--- config.mk ---
export PLATFORM = sky130hd
export DESIGN_NAME = csr_file_flat
export DESIGN_NICKNAME = d
export VERILOG_FILES = /design/src/rtl/csr_file_if.sv /design/src/rtl/csr_file.sv /design/src/flat_wrapper.sv
export SDC_FILE = /design/constraint.sdc
export NUM_CORES = 1
export LEC_CHECK = 0
export BUFFER_PORTS_ARGS = -buffer_cell sky130_fd_sc_hd__buf_2
export CAP_MARGIN = 20
export CORE_ASPECT_RATIO = 0.6
export CORE_MARGIN = 3
export CORE_UTILIZATION = 52
export CTS_BUF_LIST = sky130_fd_sc_hd__clkbuf_16
export DETAILED_ROUTE_END_ITERATION = 10
export GPL_TIMING_DRIVEN = 0
export PLACE_DENSITY_LB_ADDON = 0.08
export SLEW_MARGIN = 15
export SYNTH_ARGS = -nofsm -noshare
export SYNTH_HDL_FRONTEND = slang
export SYNTH_SLANG_ARGS = --single-unit
--- constraint.sdc ---
create_clock -name clk_i -period 3.8 [get_ports clk_i]
set_input_delay 0.57 -clock clk_i [delete_from_list [all_inputs] [get_ports clk_i]]
set_output_delay 0.57 -clock clk_i [all_outputs]
set_load 0.005 [all_outputs]
--- src/rtl/csr_file_if.sv ---
// rtl/csr_file_if.sv - CSR access bus between writeback and the machine-mode CSR file
// Carries the RMW request from the decoder side and the combinational read/illegal response.
`ifndef CSR_NA
`define CSR_NA    2'b00
`endif
`ifndef CSR_PASS
`define CSR_PASS  2'b01
`endif
`ifndef CSR_SET
`define CSR_SET   2'b10
`endif
`ifndef CSR_CLEAR
`define CSR_CLEAR 2'b11
`endif
`ifndef CSR_SRC_REG
`define CSR_SRC_REG 1'b0
`endif
`ifndef CSR_SRC_IMM
`define CSR_SRC_IMM 1'b1
`endif

interface csr_file_if;
  logic        csr_en_i;
  logic [1:0]  csr_control_i;
  logic        csr_src_i;
  logic [11:0] csr_addr_i;
  logic [31:0] csr_rs1_data_i;
  logic [4:0]  csr_uimm_i;
  logic        instr_retired_i;
  logic [31:0] csr_rdata_o;
  logic        csr_illegal_o;

  modport master (
    output csr_en_i, csr_control_i, csr_src_i, csr_addr_i,
           csr_rs1_data_i, csr_uimm_i, instr_retired_i,
    input  csr_rdata_o, csr_illegal_o
  );

  modport slave (
    input  csr_en_i, csr_control_i, csr_src_i, csr_addr_i,
           csr_rs1_data_i, csr_uimm_i, instr_retired_i,
    output csr_rdata_o, csr_illegal_o
  );
endinterface

--- src/rtl/csr_file.sv ---
// rtl/csr_file.sv - machine-mode CSR register file with single-cycle atomic read-modify-write
// Define CSR_COUNTERS_EN to build the 64-bit mcycle/minstret counters and their user shadows.
module csr_file #(
  parameter logic [31:0] MTVEC_RESET = 32'h0000_0000,
  parameter logic [31:0] MHARTID     = 32'h0000_0000
) (
  input  logic      clk_i,
  input  logic      reset_i,
  csr_file_if.slave bus
);

  localparam logic [11:0] ADDR_MSTATUS   = 12'h300;
  localparam logic [11:0] ADDR_MTVEC     = 12'h305;
  localparam logic [11:0] ADDR_MSCRATCH  = 12'h340;
  localparam logic [11:0] ADDR_MEPC      = 12'h341;
  localparam logic [11:0] ADDR_MCAUSE    = 12'h342;
  localparam logic [11:0] ADDR_MHARTID   = 12'hF14;
`ifdef CSR_COUNTERS_EN
  localparam logic [11:0] ADDR_MCYCLE    = 12'hB00;
  localparam logic [11:0] ADDR_MCYCLEH   = 12'hB80;
  localparam logic [11:0] ADDR_MINSTRET  = 12'hB02;
  localparam logic [11:0] ADDR_MINSTRETH = 12'hB82;
  localparam logic [11:0] ADDR_CYCLE     = 12'hC00;
  localparam logic [11:0] ADDR_CYCLEH    = 12'hC80;
  localparam logic [11:0] ADDR_INSTRET   = 12'hC02;
  localparam logic [11:0] ADDR_INSTRETH  = 12'hC82;
`endif

  logic        r_mie;
  logic        r_mpie;
  logic [31:0] r_mtvec;
  logic [31:0] r_mscratch;
  logic [31:2] r_mepc;
  logic [31:0] r_mcause;

  logic [31:0] w_rdata;
  logic        w_impl;
  logic [31:0] w_op;
  logic [31:0] w_new;
  logic        w_is_pass;
  logic        w_is_rmw;
  logic        w_wants_write;
  logic        w_illegal;
  logic        w_we;

`ifdef CSR_COUNTERS_EN
  logic [63:0] r_mcycle;
  logic [63:0] r_minstret;
`else
  logic        w_unused_retire;
  assign w_unused_retire = bus.instr_retired_i;
`endif

  // Read mux doubles as the implemented-address decode.
  always_comb begin
    w_rdata = 32'h0;
    w_impl  = 1'b1;
    case (bus.csr_addr_i)
      ADDR_MSTATUS:  w_rdata = {24'h0, r_mpie, 3'b000, r_mie, 3'b000};
      ADDR_MTVEC:    w_rdata = r_mtvec;
      ADDR_MSCRATCH: w_rdata = r_mscratch;
      ADDR_MEPC:     w_rdata = {r_mepc, 2'b00};
      ADDR_MCAUSE:   w_rdata = r_mcause;
      ADDR_MHARTID:  w_rdata = MHARTID;
`ifdef CSR_COUNTERS_EN
      ADDR_MCYCLE,    ADDR_CYCLE:    w_rdata = r_mcycle[31:0];
      ADDR_MCYCLEH,   ADDR_CYCLEH:   w_rdata = r_mcycle[63:32];
      ADDR_MINSTRET,  ADDR_INSTRET:  w_rdata = r_minstret[31:0];
      ADDR_MINSTRETH, ADDR_INSTRETH: w_rdata = r_minstret[63:32];
`endif
      default:       w_impl  = 1'b0;
    endcase
  end

  assign w_op = (bus.csr_src_i == `CSR_SRC_IMM) ? {27'h0, bus.csr_uimm_i} : bus.csr_rs1_data_i;

  always_comb begin
    w_new = w_op;
    case (bus.csr_control_i)
      `CSR_SET:   w_new = w_rdata | w_op;
      `CSR_CLEAR: w_new = w_rdata & ~w_op;
      default:    w_new = w_op;
    endcase
  end

  // SET/CLEAR with a zero rs1 index or zimm is a pure read, so it is legal even on RO CSRs.
  assign w_is_pass     = (bus.csr_control_i == `CSR_PASS);
  assign w_is_rmw      = (bus.csr_control_i == `CSR_SET) || (bus.csr_control_i == `CSR_CLEAR);
  assign w_wants_write = bus.csr_en_i && (w_is_pass || (w_is_rmw && (bus.csr_uimm_i != 5'd0)));
  assign w_illegal     = bus.csr_en_i &&
                         (!w_impl || ((bus.csr_addr_i[11:10] == 2'b11) && w_wants_write));
  assign w_we          = w_wants_write && !w_illegal;

  assign bus.csr_rdata_o   = w_rdata;
  assign bus.csr_illegal_o = w_illegal;

  always_ff @(posedge clk_i) begin
    if (reset_i) begin
      r_mie      <= 1'b0;
      r_mpie     <= 1'b0;
      r_mtvec    <= MTVEC_RESET & ~32'h2;
      r_mscratch <= 32'h0;
      r_mepc     <= 30'h0;
      r_mcause   <= 32'h0;
    end else if (w_we) begin
      case (bus.csr_addr_i)
        ADDR_MSTATUS: begin
          r_mie  <= w_new[3];
          r_mpie <= w_new[7];
        end
        ADDR_MTVEC:    r_mtvec    <= w_new & ~32'h2;
        ADDR_MSCRATCH: r_mscratch <= w_new;
        ADDR_MEPC:     r_mepc     <= w_new[31:2];
        ADDR_MCAUSE:   r_mcause   <= w_new;
        default: ;
      endcase
    end
  end

`ifdef CSR_COUNTERS_EN
  // A write to either half replaces that half and freezes the other for the cycle.
  always_ff @(posedge clk_i) begin
    if (reset_i) begin
      r_mcycle <= 64'h0;
    end else if (w_we && (bus.csr_addr_i == ADDR_MCYCLE)) begin
      r_mcycle[31:0] <= w_new;
    end else if (w_we && (bus.csr_addr_i == ADDR_MCYCLEH)) begin
      r_mcycle[63:32] <= w_new;
    end else begin
      r_mcycle <= r_mcycle + 64'd1;
    end
  end

  always_ff @(posedge clk_i) begin
    if (reset_i) begin
      r_minstret <= 64'h0;
    end else if (w_we && (bus.csr_addr_i == ADDR_MINSTRET)) begin
      r_minstret[31:0] <= w_new;
    end else if (w_we && (bus.csr_addr_i == ADDR_MINSTRETH)) begin
      r_minstret[63:32] <= w_new;
    end else if (bus.instr_retired_i) begin
      r_minstret <= r_minstret + 64'd1;
    end
  end
`endif

endmodule

--- src/flat_wrapper.sv ---
// flat-port wrapper written by rule: the top's interface ports become plain ports
module csr_file_flat 
#(
  parameter logic [31:0] MTVEC_RESET = 32'h0000_0000,
  parameter logic [31:0] MHARTID     = 32'h0000_0000
)
  (clk_i, reset_i, bus_csr_en_i, bus_csr_control_i, bus_csr_src_i, bus_csr_addr_i, bus_csr_rs1_data_i, bus_csr_uimm_i, bus_instr_retired_i, bus_csr_rdata_o, bus_csr_illegal_o);
  csr_file_if bus_i ();
  input  logic clk_i;
  input  logic reset_i;
  input wire logic [$bits(bus_i.csr_en_i)-1:0] bus_csr_en_i;
  input wire logic [$bits(bus_i.csr_control_i)-1:0] bus_csr_control_i;
  input wire logic [$bits(bus_i.csr_src_i)-1:0] bus_csr_src_i;
  input wire logic [$bits(bus_i.csr_addr_i)-1:0] bus_csr_addr_i;
  input wire logic [$bits(bus_i.csr_rs1_data_i)-1:0] bus_csr_rs1_data_i;
  input wire logic [$bits(bus_i.csr_uimm_i)-1:0] bus_csr_uimm_i;
  input wire logic [$bits(bus_i.instr_retired_i)-1:0] bus_instr_retired_i;
  output wire logic [$bits(bus_i.csr_rdata_o)-1:0] bus_csr_rdata_o;
  output wire logic [$bits(bus_i.csr_illegal_o)-1:0] bus_csr_illegal_o;
  assign bus_i.csr_en_i = bus_csr_en_i;
  assign bus_i.csr_control_i = bus_csr_control_i;
  assign bus_i.csr_src_i = bus_csr_src_i;
  assign bus_i.csr_addr_i = bus_csr_addr_i;
  assign bus_i.csr_rs1_data_i = bus_csr_rs1_data_i;
  assign bus_i.csr_uimm_i = bus_csr_uimm_i;
  assign bus_i.instr_retired_i = bus_instr_retired_i;
  assign bus_csr_rdata_o = bus_i.csr_rdata_o;
  assign bus_csr_illegal_o = bus_i.csr_illegal_o;
  csr_file #(.MTVEC_RESET(MTVEC_RESET), .MHARTID(MHARTID)) u_core (.clk_i(clk_i), .reset_i(reset_i), .bus(bus_i));
endmodule
Yosys cells after proc, flatten, opt, wreduce, memory -nomap -nowiden

Index checks and enable logic that the tools add are counted.

Input bits: 56
Output and inout bits: 33
Logic and storage cells: 40
Bits in registers: 127

Equal/unequal tests: 10
Reduce and logical (&&, ||, !) cells: 17
Multiplexer cells: 4
Bitwise logic cells: 3

Operators by type and width:

| kind                   | count |
|---|---|
| $pmux W32 S5           | 1 |
| $pmux W32 S2           | 1 |
| $eq A12 B10 Y1 const B | 5 |
| $and A32 B32 Y32       | 1 |
| $mux W32               | 1 |
| $not A32 Y32           | 1 |
| $or A32 B32 Y32        | 1 |
| $eq A12 B12 Y1 const B | 1 |
| $reduce_and A2 Y1      | 5 |
| $eq A2 B2 Y1 const B   | 3 |
| $reduce_or A6 Y1       | 1 |
| $logic_and A1 B1 Y1    | 5 |
| $reduce_bool A5 Y1     | 1 |
| $logic_or A1 B1 Y1     | 3 |
| $eq A2 B1 Y1 const B   | 1 |
| $logic_not A1 Y1       | 2 |
| $mux W1                | 1 |

Longest topological paths before layout

Gate-level depths: netlist of run 1.

Depth after elaboration: 11
Gate-level depth with buffers: 8
Gate-level depth less buffers: 5

Least setup slack after synthesis of run 1

No wires, ideal clock.

Path type: input -> output
Start point: input port bus_csr_addr_i[5]
End point: output port bus_csr_rdata_o[11]
Setup slack: 1.453 ns
Buffers on the path: 2
Stages: 6
Arrival: 1.777 ns
Data required time: 3.230 ns
Cells stage by stage: nor4_4 and2_1 buf_2 nand2_1 clkbuf_1 o22ai_1

Cells in the longest elaborated chain, start to end: 2
Elaborated cells on any way between the ends: 6
Classes of those cells: 5 x eq/ne; 1 x mux

Ends and longest elaborated chain:

| item               | RTL line           | text |
|---|---|---|
| start: declaration | flat_wrapper.sv:14 | `input wire logic [$bits(bus_i.csr_addr_i)-1:0] bus_csr_addr_i;` |
| $eq A12 B10 Y1     | csr_file.sv:58     | `case (bus.csr_addr_i)` |
| $pmux W32 S5 (*)   | csr_file.sv:58     |  |
| end: declaration   | flat_wrapper.sv:18 | `output wire logic [$bits(bus_i.csr_rdata_o)-1:0] bus_csr_rdata_o;` |

Every way passes the cells marked *; elsewhere a longest branch is shown, timed or not.

Worst setup path after layout of run 1

Start point: input port bus_csr_addr_i[5]
End point: output port bus_csr_rdata_o[21]

The elaborated chain is that of the path after synthesis.

==> summary.md, run 1 <==
| Metric | Value |
|---|---|
| Layout fillers | 1,099 |
| CTS clock-pin slew for the worst setup and hold paths | 0.06 ns |
| Crit Path Category | primary input to primary output |
| Number of DRC markers in iteration 0 | 991 |
| Nets | a little under 1,000 |
| First-pass GRT wire length | 38,400 um |
| DR pass1 iterations | 6 |
| Crit path launch type | primary input |
| Synth Area in Simple Gates | 0.236 |
| Main combinational cell family by area after synthesis | compound AO/OA/AOI/OAI gates |
| Synth Area in Adders | 0 |
| LEAKAGE | 2.72 nW |
| FMAX | 302 MHz |
| Number of synthesized register bits | 127 |
| Routability cong. | 0.890 |
| Post-Route WL | between 20,000 and 25,000 um |
| Layout cells sized above 1 | 0.208 |
| Ys flop type | dfxtp_1 |
| Effective utilization at floorplan | 0.545 |
| Routed length per instance | ~23 um |
| Area added between synthesis and finish | 18.1% |
| Post-layout min period | 3.31 ns |
| Total of max-cap violations | 0 |
| Tcrit/Tclk final | 0.871 |
| Vias in the first global route | 7,000 |
| Worst-Margin Slew | 0.879 ns |
| Unique cell type count in the Yosys netlist | 51 |
| Post-CTS Setup Bufs | 0 |
| Post-layout util | 0.644 |
| Resized cells post-CTS | 0 |
| Seq/Total Area, Yosys | 0.377 |
| Sequential Area | 2540 sq um |
| Total gr overflow | 0 |
| Placeable core area | 12,400 sq um |
| Via count | 7,319 |
| Worst-case clock buffer depth | 2 |
| Final Hold Viols | 0 |
| Synth area leaders | dfxtp_1 (38%), nor2_1 (9.6%), a22oi_1 (6.2%), a211oi_2 (5.6%), o22ai_1 (5.2%) |
| Port bufs | 84 |
| CTS tree | built |
| CTS Buf Count | 17 |
| Multiplexer share of the synthesized area | 0.0512 |
| Post-synth ARST share | 0 |
| Sequential power share | 0.408 |
| Multi-input gate area in the final layout | 3770 sq um |
| Max-slew violations | 0 |
| Worst clock skew | 0.00644 ns |
| Top Ports | 89 |
| Max_slew headroom | 0.414 |
| CP endpoint kind | primary output |
| Syn Nets | 877 |
| CTS Hold Bufs | 0 |
| Unrepaired setup endpoints after global routing | false |
| Htree depth | 4 |
| Clk sink count | 127 |
| Switching share of power | 0.254 |
| Clock root buffer master | clkbuf_16 |
| Final setup viols | 0 |
| Largest net degree at the start of global routing | 17 |
| Worst skew pair latency | 0.43 ns |
| DP Wirelength | 17,600 um |
| Synthesized cell area | 6750 sq um |
| Mapped Cells | about 800 |
| Clock power share | 0.518 |
| Pwr/cell area | 410 nW/um^2 |
| Status | finished clean |
| Critical Path RT | 3.23 ns |
| Number of synthesized flops with an enable pin | 0 |
| Number of synthesis warnings | 0 |
| Die Area | around 14,000 sq um |
| Die Height | 94.2 um |
| DRC viols | 0 |
| Die width | 153 um |
| Max VDD drop | 0.000271 V |
| Critical Path Fanout Max | 10 |
| Vias per std cell | 6.64 |
| Cell row count | 31 |
| Biggest area consumer among synthesized cells | dfxtp_1 |
| Post-synth top area share | 0.377 |
| Comb pwr share | 0.074 |
| Hold Path Class | flip-flop to flip-flop |
| Ant diodes | 0 |
| Initial antenna violation count | 0 |
| Post-Route Setup TNS | 0 ns |
| Avg Cell Area, Syn | 8.22 sq um |
| CP Data Arrival Time | ~2.7 ns |
| Post-synthesis compound-gate area fraction | 0.272 |
| Detail Route Antenna Nets | 0 |
| Sw power | between 0.8 and 0.9 mW |
| Overall Global Routing Usage | 0.343 |
| Cell Int Power | 2.43 mW |
| Synth Area in XOR/XNOR | 0 |
==> final cells by class <==
cell class              count  share of cell area
multi-input cells         604               0.474
flip-flops and latches    127               0.319
clock buffers              17              0.0534
repair buffers             84              0.0528
plain buffers              84              0.0510
well taps                 165              0.0259
clock inverters            15              0.0214
inverters                   6             0.00283
==> worst paths after layout <==
path                       startpoint              endpoint  slack, ns  cells past startpoint
setup / recovery    bus_csr_addr_i[5]   bus_csr_rdata_o[21]       0.49                      8
hold / removal    u_core.r_mcause[12]   u_core.r_mcause[12]       0.50                      2
setup reg to reg         u_core.r_mie  u_core.r_mscratch[3]       2.06                      5
hold reg to reg   u_core.r_mcause[12]   u_core.r_mcause[12]       0.50                      2
==> logic make-up after synthesis <==
logic type      after synthesis
flops                       127
mux                          34
compound gates              236
simple gates                334
buf+inv                      90
==> placed cells by master, fill, tap and decap left out, types with 6 or more instances in the layout <==
master     netlist  layout
inv_1            6       6
a211oi_2        30      30
buf_4           12      12
nor2b_1         29      29
buf_2           25     109
o22ai_1         56      56
a22oi_1         56      56
a211oi_1        30      30
o21ai_0          7       7
o31ai_1         32      32
clkbuf_16        0      17
dfxtp_1        127     127
clkbuf_1        43      43
nor2_1         172     172
nand3b_1         9       9
nand2_1         35      35
a21oi_1         10      10
nor3_1          57      57
mux2i_1         30      30
==> per-stage QoR <==
stage	hold slack (ns)	power (mW)	instance area, sq um	std cells	setup WS, ns
after global placement	0.473	1.59	7370	1070	0.632
final	0.496	3.26	7970	1102	0.489
after detailed placement	0.487	1.59	7370	1070	0.602
after global routing	0.519	3.33	7970	1102	0.425
after CTS	0.495	3.24	7970	1102	0.600
after floorplan	0.457	1.50	6750	821	1.45
==> flip-flops by register name, summed over array words and instances (netlist names) <==
signal	flops
u_core.r_mepc	30
u_core.r_mpie	1
u_core.r_mtvec	31
u_core.r_mie	1
u_core.r_mcause	32
u_core.r_mscratch	32
==> synth_stat cells (5+ instances only) <==
| cell type | instances |
|---|---|
| nor2_1 | 172 |
| dfxtp_1 | 127 |
| nor3_1 | 57 |
| a22oi_1 | 56 |
| o22ai_1 | 56 |
| clkbuf_1 | 43 |
| nand2_1 | 35 |
| o31ai_1 | 32 |
| a211oi_1 | 30 |
| a211oi_2 | 30 |
| mux2i_1 | 30 |
| nor2b_1 | 29 |
| buf_2 | 25 |
| buf_4 | 12 |
| a21oi_1 | 10 |
| nand3b_1 | 9 |
| o21ai_0 | 7 |
| inv_1 | 6 |
| nand4_1 | 5 |
| o21a_1 | 5 |
==> power by group through the flow <==
stage / sequential [mW] / clock (mW) / combinational (mW)
after global placement: 1.36 / 0 / 0.225
after floorplan: 1.36 / 0 / 0.142
after CTS: 1.33 / 1.67 / 0.232
after detailed placement: 1.36 / 0 / 0.231
final: 1.33 / 1.69 / 0.241
after global routing: 1.33 / 1.74 / 0.255
==> metal layers <==
metal  up-vias  GRT usage  part of all wire
met3        72      0.107              0.13
li1       3223          -                 -
met1      3518      0.479              0.42
met5         -          0                 0
met4         0      0.113             0.023
met2       506      0.501              0.42
==> critical path, stage by stage <==
cell	delay, ns
buf_2	0.12
nor4_4	0.40
and2_1	0.18
buf_2	0.16
nand2_1	0.28
clkbuf_1	0.45
o22ai_1	0.39
buf_2	0.18
Note: power is estimated with default switching activity, not from simulation.
==> inputs of run 2 (changes only) <==
--- a/config.mk
+++ b/config.mk
@@ -6,11 +6,10 @@
 export NUM_CORES = 1
 export LEC_CHECK = 0
 export BUFFER_PORTS_ARGS = -buffer_cell sky130_fd_sc_hd__buf_2
-export CAP_MARGIN = 20
+export CAP_MARGIN = 10
 export CORE_ASPECT_RATIO = 0.6
 export CORE_MARGIN = 3
 export CORE_UTILIZATION = 52
-export CTS_BUF_LIST = sky130_fd_sc_hd__clkbuf_16
 export DETAILED_ROUTE_END_ITERATION = 10
 export GPL_TIMING_DRIVEN = 0
 export PLACE_DENSITY_LB_ADDON = 0.08
==> summary.md, run 2 (synthesis results as in run 1) <==
| Metric | Value |
|---|---|
| Status | finished clean |
| CTS tree | built |
| Post-Route WL | 25,000 um |
| CTS clock-pin slew for the worst setup and hold paths | approximately 0.050 ns |
| Routability cong. | slightly below 0.9 |
| Cells after DPL | 1,070 |
| Overall Global Routing Usage | 0.343 |
| R2r endpoint | u_core.r_mscratch[3] |
| Worst Path Buf+Inv | 4 |
| DRC viols | 0 |
| Most frequent cells in the layout | nor2_1 (172), dfxtp_1 (127), buf_2 (109) |
| Reg2reg setup slack | 2.04 ns |
| Top Ports | between 80 and 90 |
| Cell row count | 31 |
| Via count | around 7,300 |
| Critical Path Fanout Max | 10 |
| Max_slew headroom | 0.416 |
| First-pass GRT wire length | 38,400 um |
| Largest net degree at the start of global routing | 17 |
| Reg2reg start | u_core.r_mie |
| Routed length per instance | between 20 and 25 um |
| Most common cell after layout, fill and taps aside | nor2_1 |
| Final non-filler cell total | 1,102 |
| Post-CTS Setup Bufs | 0 |
| CP endpoint kind | primary output |
| Crit-path slowest cell | clkbuf_1 |
| Delay-heaviest family, CP | buffers and inverters |
| Resized cells post-CTS | 0 |
| Total of max-cap violations | 0 |
| Final worst slack | 0.507 ns |
| Unrepaired setup endpoints after global routing | false |
| DP Worst Slack | 0.602 ns |
| Pwr Total | 3.30 mW |
| Placed inst area | ~7400 sq um |
| Effective utilization at floorplan | 0.545 |
| Critical Path RT | approximately 3.2 ns |
| Die Height | roughly 94 um |
| Nets | 980 |
| Clock root buffer master | clkbuf_16 |
| Sink of the worst hold path | u_core.r_mcause[5] |
| Final Hold Viols | 0 |
| Worst Hold Depth | 2 |
| Vias in the first global route | 7,000 |
| Detail Route Antenna Nets | 0 |
| Vias per std cell | 6.65 |
| Worst-Margin Slew | between 0.8 and 0.9 ns |
| Post-layout min period | 3.29 ns |
| DR pass1 iterations | 5 |
| Worst-case clock buffer depth | 2 |
| Post-layout util | 0.646 |
| Layout fillers | 1,093 |
| Initial antenna violation count | 0 |
| CP most frequent cell | buf_2 |
| Number of DRC markers in iteration 0 | 1,038 |
| Max-slew violations | 0 |
| Tcrit/Tclk final | 0.866 |
| Ant diodes | 0 |
| Hold Path Class | flip-flop to flip-flop |
| Htree depth | 4 |
| Biggest regs | u_core.r_mcause x32, u_core.r_mscratch x32, u_core.r_mtvec x31 |
| Reg2Reg Depth | 5 |
| LEAKAGE | 2.73 nW |
| Crit Path Category | primary input to primary output |
| CTS Hold Bufs | 0 |
| Layout cells sized above 1 | 0.210 |
| Clk sink count | 127 |
| Worst clock skew | approximately 0.0072 ns |
| Max VDD drop | about 0.00027 V |
| CTS Buf Count | 17 |
| Die width | 153 um |
| DP Wirelength | 17,600 um |
| Hold WS | 0.497 ns |
| Post-Route Setup TNS | 0 ns |
| Final setup viols | 0 |
| Crit path launch type | primary input |
| Worst min-delay path startpoint | u_core.r_mcause[5] |
| Area added between synthesis and finish | 18.4% |
| Placeable core area | 12,400 sq um |
| CP Data Arrival Time | around 2.7 ns |
| Worst skew pair latency | 0.43 ns |
| Die Area | 14,400 sq um |
| Pwr/cell area | 414 nW/um^2 |
| Port bufs | 84 |
| Fin area | 7990 sq um |
| CP cell instances | buf_2 > nor4_4 > and2_1 > buf_2 > nand2_1 > clkbuf_1 > o22ai_1 > buf_2 |
| Slowest stage delay, CP | 0.45 ns |
| Total gr overflow | 0 |
| FMAX | around 300 MHz |
## run 2: changes by cell type in the layout (fill, tap and decap cells not counted), sizes merged
cell,previous run,this run
clkbuf,60,62
clkinv,9,7
## run 2: worst max-delay path by stage
stage | startpoint | endpoint | slack (ns) | depth (start not counted)
floorplan | bus_csr_addr_i[5] | bus_csr_rdata_o[11] | 1.45 | 6
global placement | bus_csr_addr_i[5] | bus_csr_rdata_o[21] | 0.63 | 8
detailed placement | bus_csr_addr_i[5] | bus_csr_rdata_o[21] | 0.60 | 8
CTS | bus_csr_addr_i[5] | bus_csr_rdata_o[21] | 0.60 | 8
global route | bus_csr_addr_i[5] | bus_csr_rdata_o[21] | 0.42 | 8
finish | bus_csr_addr_i[5] | bus_csr_rdata_o[21] | 0.51 | 8
## run 2: layout make-up
cell class | instances | area [sq um] | share of cell area
Tap cell | 165 | 206 | 0.0258
Buffer | 84 | 407 | 0.0509
Sequential cell | 127 | 2540 | 0.318
Clock inverter | 13 | 163 | 0.0204
Inverter | 6 | 22.5 | 0.00282
Clock buffer | 19 | 453 | 0.0567
Timing Repair Buffer | 84 | 420 | 0.0526
Multi-Input combinational cell | 604 | 3770 | 0.473
## run 2: layer usage
metal / vias to the layer above / track usage / wire [um]
met1: 3539 / 0.480 / 10700
li1: 3215 / - / -
met5: - / 0 / 0
met4: 0 / 0.113 / 501
met3: 60 / 0.107 / 3210
met2: 516 / 0.501 / 10600
## run 2: worst min-delay path, stage by stage, from the launching register on
cell and delay, ns:
dfxtp_1 0.31, nor2_1 0.09, nor3_1 0.05
## run 2: report_power, final
group / switching [mW] / total [mW] / internal, mW
Combinational: 0.167 / 0.242 / 0.0750
Sequential: 0.0000836 / 1.33 / 1.33
Clock: 0.662 / 1.73 / 1.07
Total: 0.829 / 3.30 / 2.47
==> inputs of run 3 (changes only) <==
--- a/config.mk
+++ b/config.mk
@@ -12,7 +12,8 @@
 export CORE_UTILIZATION = 52
 export DETAILED_ROUTE_END_ITERATION = 10
 export GPL_TIMING_DRIVEN = 0
-export PLACE_DENSITY_LB_ADDON = 0.08
+export PLACE_DENSITY = 0.81
+export REMOVE_ABC_BUFFERS = 1
 export SLEW_MARGIN = 15
 export SYNTH_ARGS = -nofsm -noshare
 export SYNTH_HDL_FRONTEND = slang
==> summary.md, run 3 (synthesis results as in run 1) <==
| Metric | Value |
|---|---|
| Number of DRC markers in iteration 0 | just under 600 |
| Max-slew violations | 0 |
| Ant diodes | 0 |
| Area added between synthesis and finish | 15.7% |
| Nets | slightly above 900 |
| CTS Hold Bufs | 0 |
| FMAX | approximately 270 MHz |
| Delay-heaviest family, CP | simple AND/OR/NAND/NOR gates |
| Overall Global Routing Usage | 0.265 |
| Final worst slack | 0.153 ns |
| Port bufs | a little under 90 |
| Clock power share | 0.502 |
| Sw power | 0.718 mW |
| Final non-filler cell total | 1,031 |
| LEAKAGE | 2.59 nW |
| CTS Buf Count | 17 |
| Worst skew pair latency | 0.41 ns |
| Post-layout min period | about 3.6 ns |
| Status | finished clean |
| Total gr overflow | 0 |
| DR pass1 iterations | 6 |
| Most common cell after layout, fill and taps aside | nor2_1 |
| Placeable core area | 12,400 sq um |
| CP cell instances | buf_2 > nor2b_1 > nand2_1 > o22ai_1 > buf_2 |
| CP Data Arrival Time | 3.08 ns |
| Crit Path Category | primary input to primary output |
| Total of max-cap violations | 0 |
| Vias in the first global route | 6,174 |
| Initial antenna violation count | 0 |
| Worst clock skew | 0.00720 ns |
| First-pass GRT wire length | around 31,000 um |
| CP most frequent cell | buf_2 |
| Post-CTS Setup Bufs | 0 |
| Effective utilization at floorplan | 0.545 |
| Final setup viols | 0 |
| DRC viols | 0 |
| DP Wirelength | 11,600 um |
| Post-Route Setup TNS | 0 ns |
| Most frequent cells in the layout | nor2_1 (172), dfxtp_1 (127), buf_2 (86) |
| Clk sink count | approximately 130 |
| Clock root buffer master | clkbuf_16 |
| Htree depth | 4 |
| Sequential power share | 0.427 |
| Post-Route WL | 19,100 um |
| Critical Path Fanout Max | 28 |
| Worst-case clock buffer depth | 2 |
| Detail Route Antenna Nets | 0 |
| Layout cells sized above 1 | 0.204 |
| Crit-path slowest cell | nand2_1 |
| Worst Path Buf+Inv | 2 |
| Cells after DPL | about 1,000 |
| DP Worst Slack | 0.276 ns |
| Slowest stage delay, CP | 0.89 ns |
| Biggest regs | u_core.r_mcause x32, u_core.r_mscratch x32, u_core.r_mtvec x31 |
| Hold WS | 0.492 ns |
| Die Height | 94.2 um |
| Resized cells post-CTS | 0 |
| Vias per std cell | ~6.3 |
| CTS clock-pin slew for the worst setup and hold paths | roughly 0.05 ns |
| Cell Int Power | 2.40 mW |
| Crit path launch type | primary input |
| Routability cong. | 0.804 |
| Comb pwr share | 0.071 |
| Pwr/cell area | 400 nW/um^2 |
| Unrepaired setup endpoints after global routing | false |
| Pwr Total | 3.12 mW |
| Routed length per instance | around 19 um |
| CTS tree | built |
| Final Hold Viols | 0 |
| Cell row count | 31 |
| Die Area | 14,400 sq um |
| Switching share of power | 0.230 |
| Critical Path RT | 3.23 ns |
| Hold Path Class | flip-flop to flip-flop |
| Reg2reg setup slack | 2.14 ns |
| Worst-Margin Slew | 1.21 ns |
| CP endpoint kind | primary output |
| Die width | 153 um |
| Max_slew headroom | 0.192 |
| Via count | about 6,500 |
| Tcrit/Tclk final | 0.960 |
| Largest net degree at the start of global routing | 102 |
| Max VDD drop | 0.000388 V |
| Top Ports | 89 |
[run 3: changes by cell type in the layout (fill, tap and decap cells not counted), sizes merged]
cell and delta:
clkbuf -37, inv -1, clkinv -2, buf -27, bufinv -2, clkinvlp -2
[run 3: cell type report]
cell class,count,area (sq um)
multi-input cells,604,3800
repair buffers,98,659
well taps,165,206
inverters,6,22.5
fillers,1026,4570
clock buffers,25,515
flip-flops and latches,127,2540
clock inverters,6,55.1
[run 3: worst min-delay path: cells and delay by family, from the launching register on]
family | cells | cell delay (ns)
flip-flops | 1 | 0.31
AND/OR/NAND/NOR | 1 | 0.08
AO/OA/AOI/OAI | 1 | 0.06
[run 3: layer usage]
layer  share of wire  global-route usage
met3            0.10              0.0566
met2            0.44               0.418
met4           0.016              0.0882
met1            0.45               0.363
met5               0                   0
[run 3: final timing paths]
check | from | end | cells after the start
max | bus_csr_addr_i[6] | bus_csr_rdata_o[18] | 5
min | u_core.r_mcause[7] | u_core.r_mcause[7] | 2
max reg2reg | u_core.r_mie | u_core.r_mcause[3] | 5
min reg2reg | u_core.r_mcause[7] | u_core.r_mcause[7] | 2
[run 3: stage by stage]
step | cell area (sq um) | util
detailed placement | 7230 | 0.585
CTS | 7800 | 0.631
global placement | 6980 | 0.564
global route | 7810 | 0.631
floorplan | 6340 | -
finish | 7810 | 0.631
[run 3: power groups by stage]
stage	logic, mW	clock network, mW	registers (mW)
floorplan	0.103	0	1.36
global placement	0.199	0	1.36
detailed placement	0.215	0	1.36
CTS	0.217	1.57	1.33
global route	0.239	1.63	1.33
finish	0.221	1.57	1.33
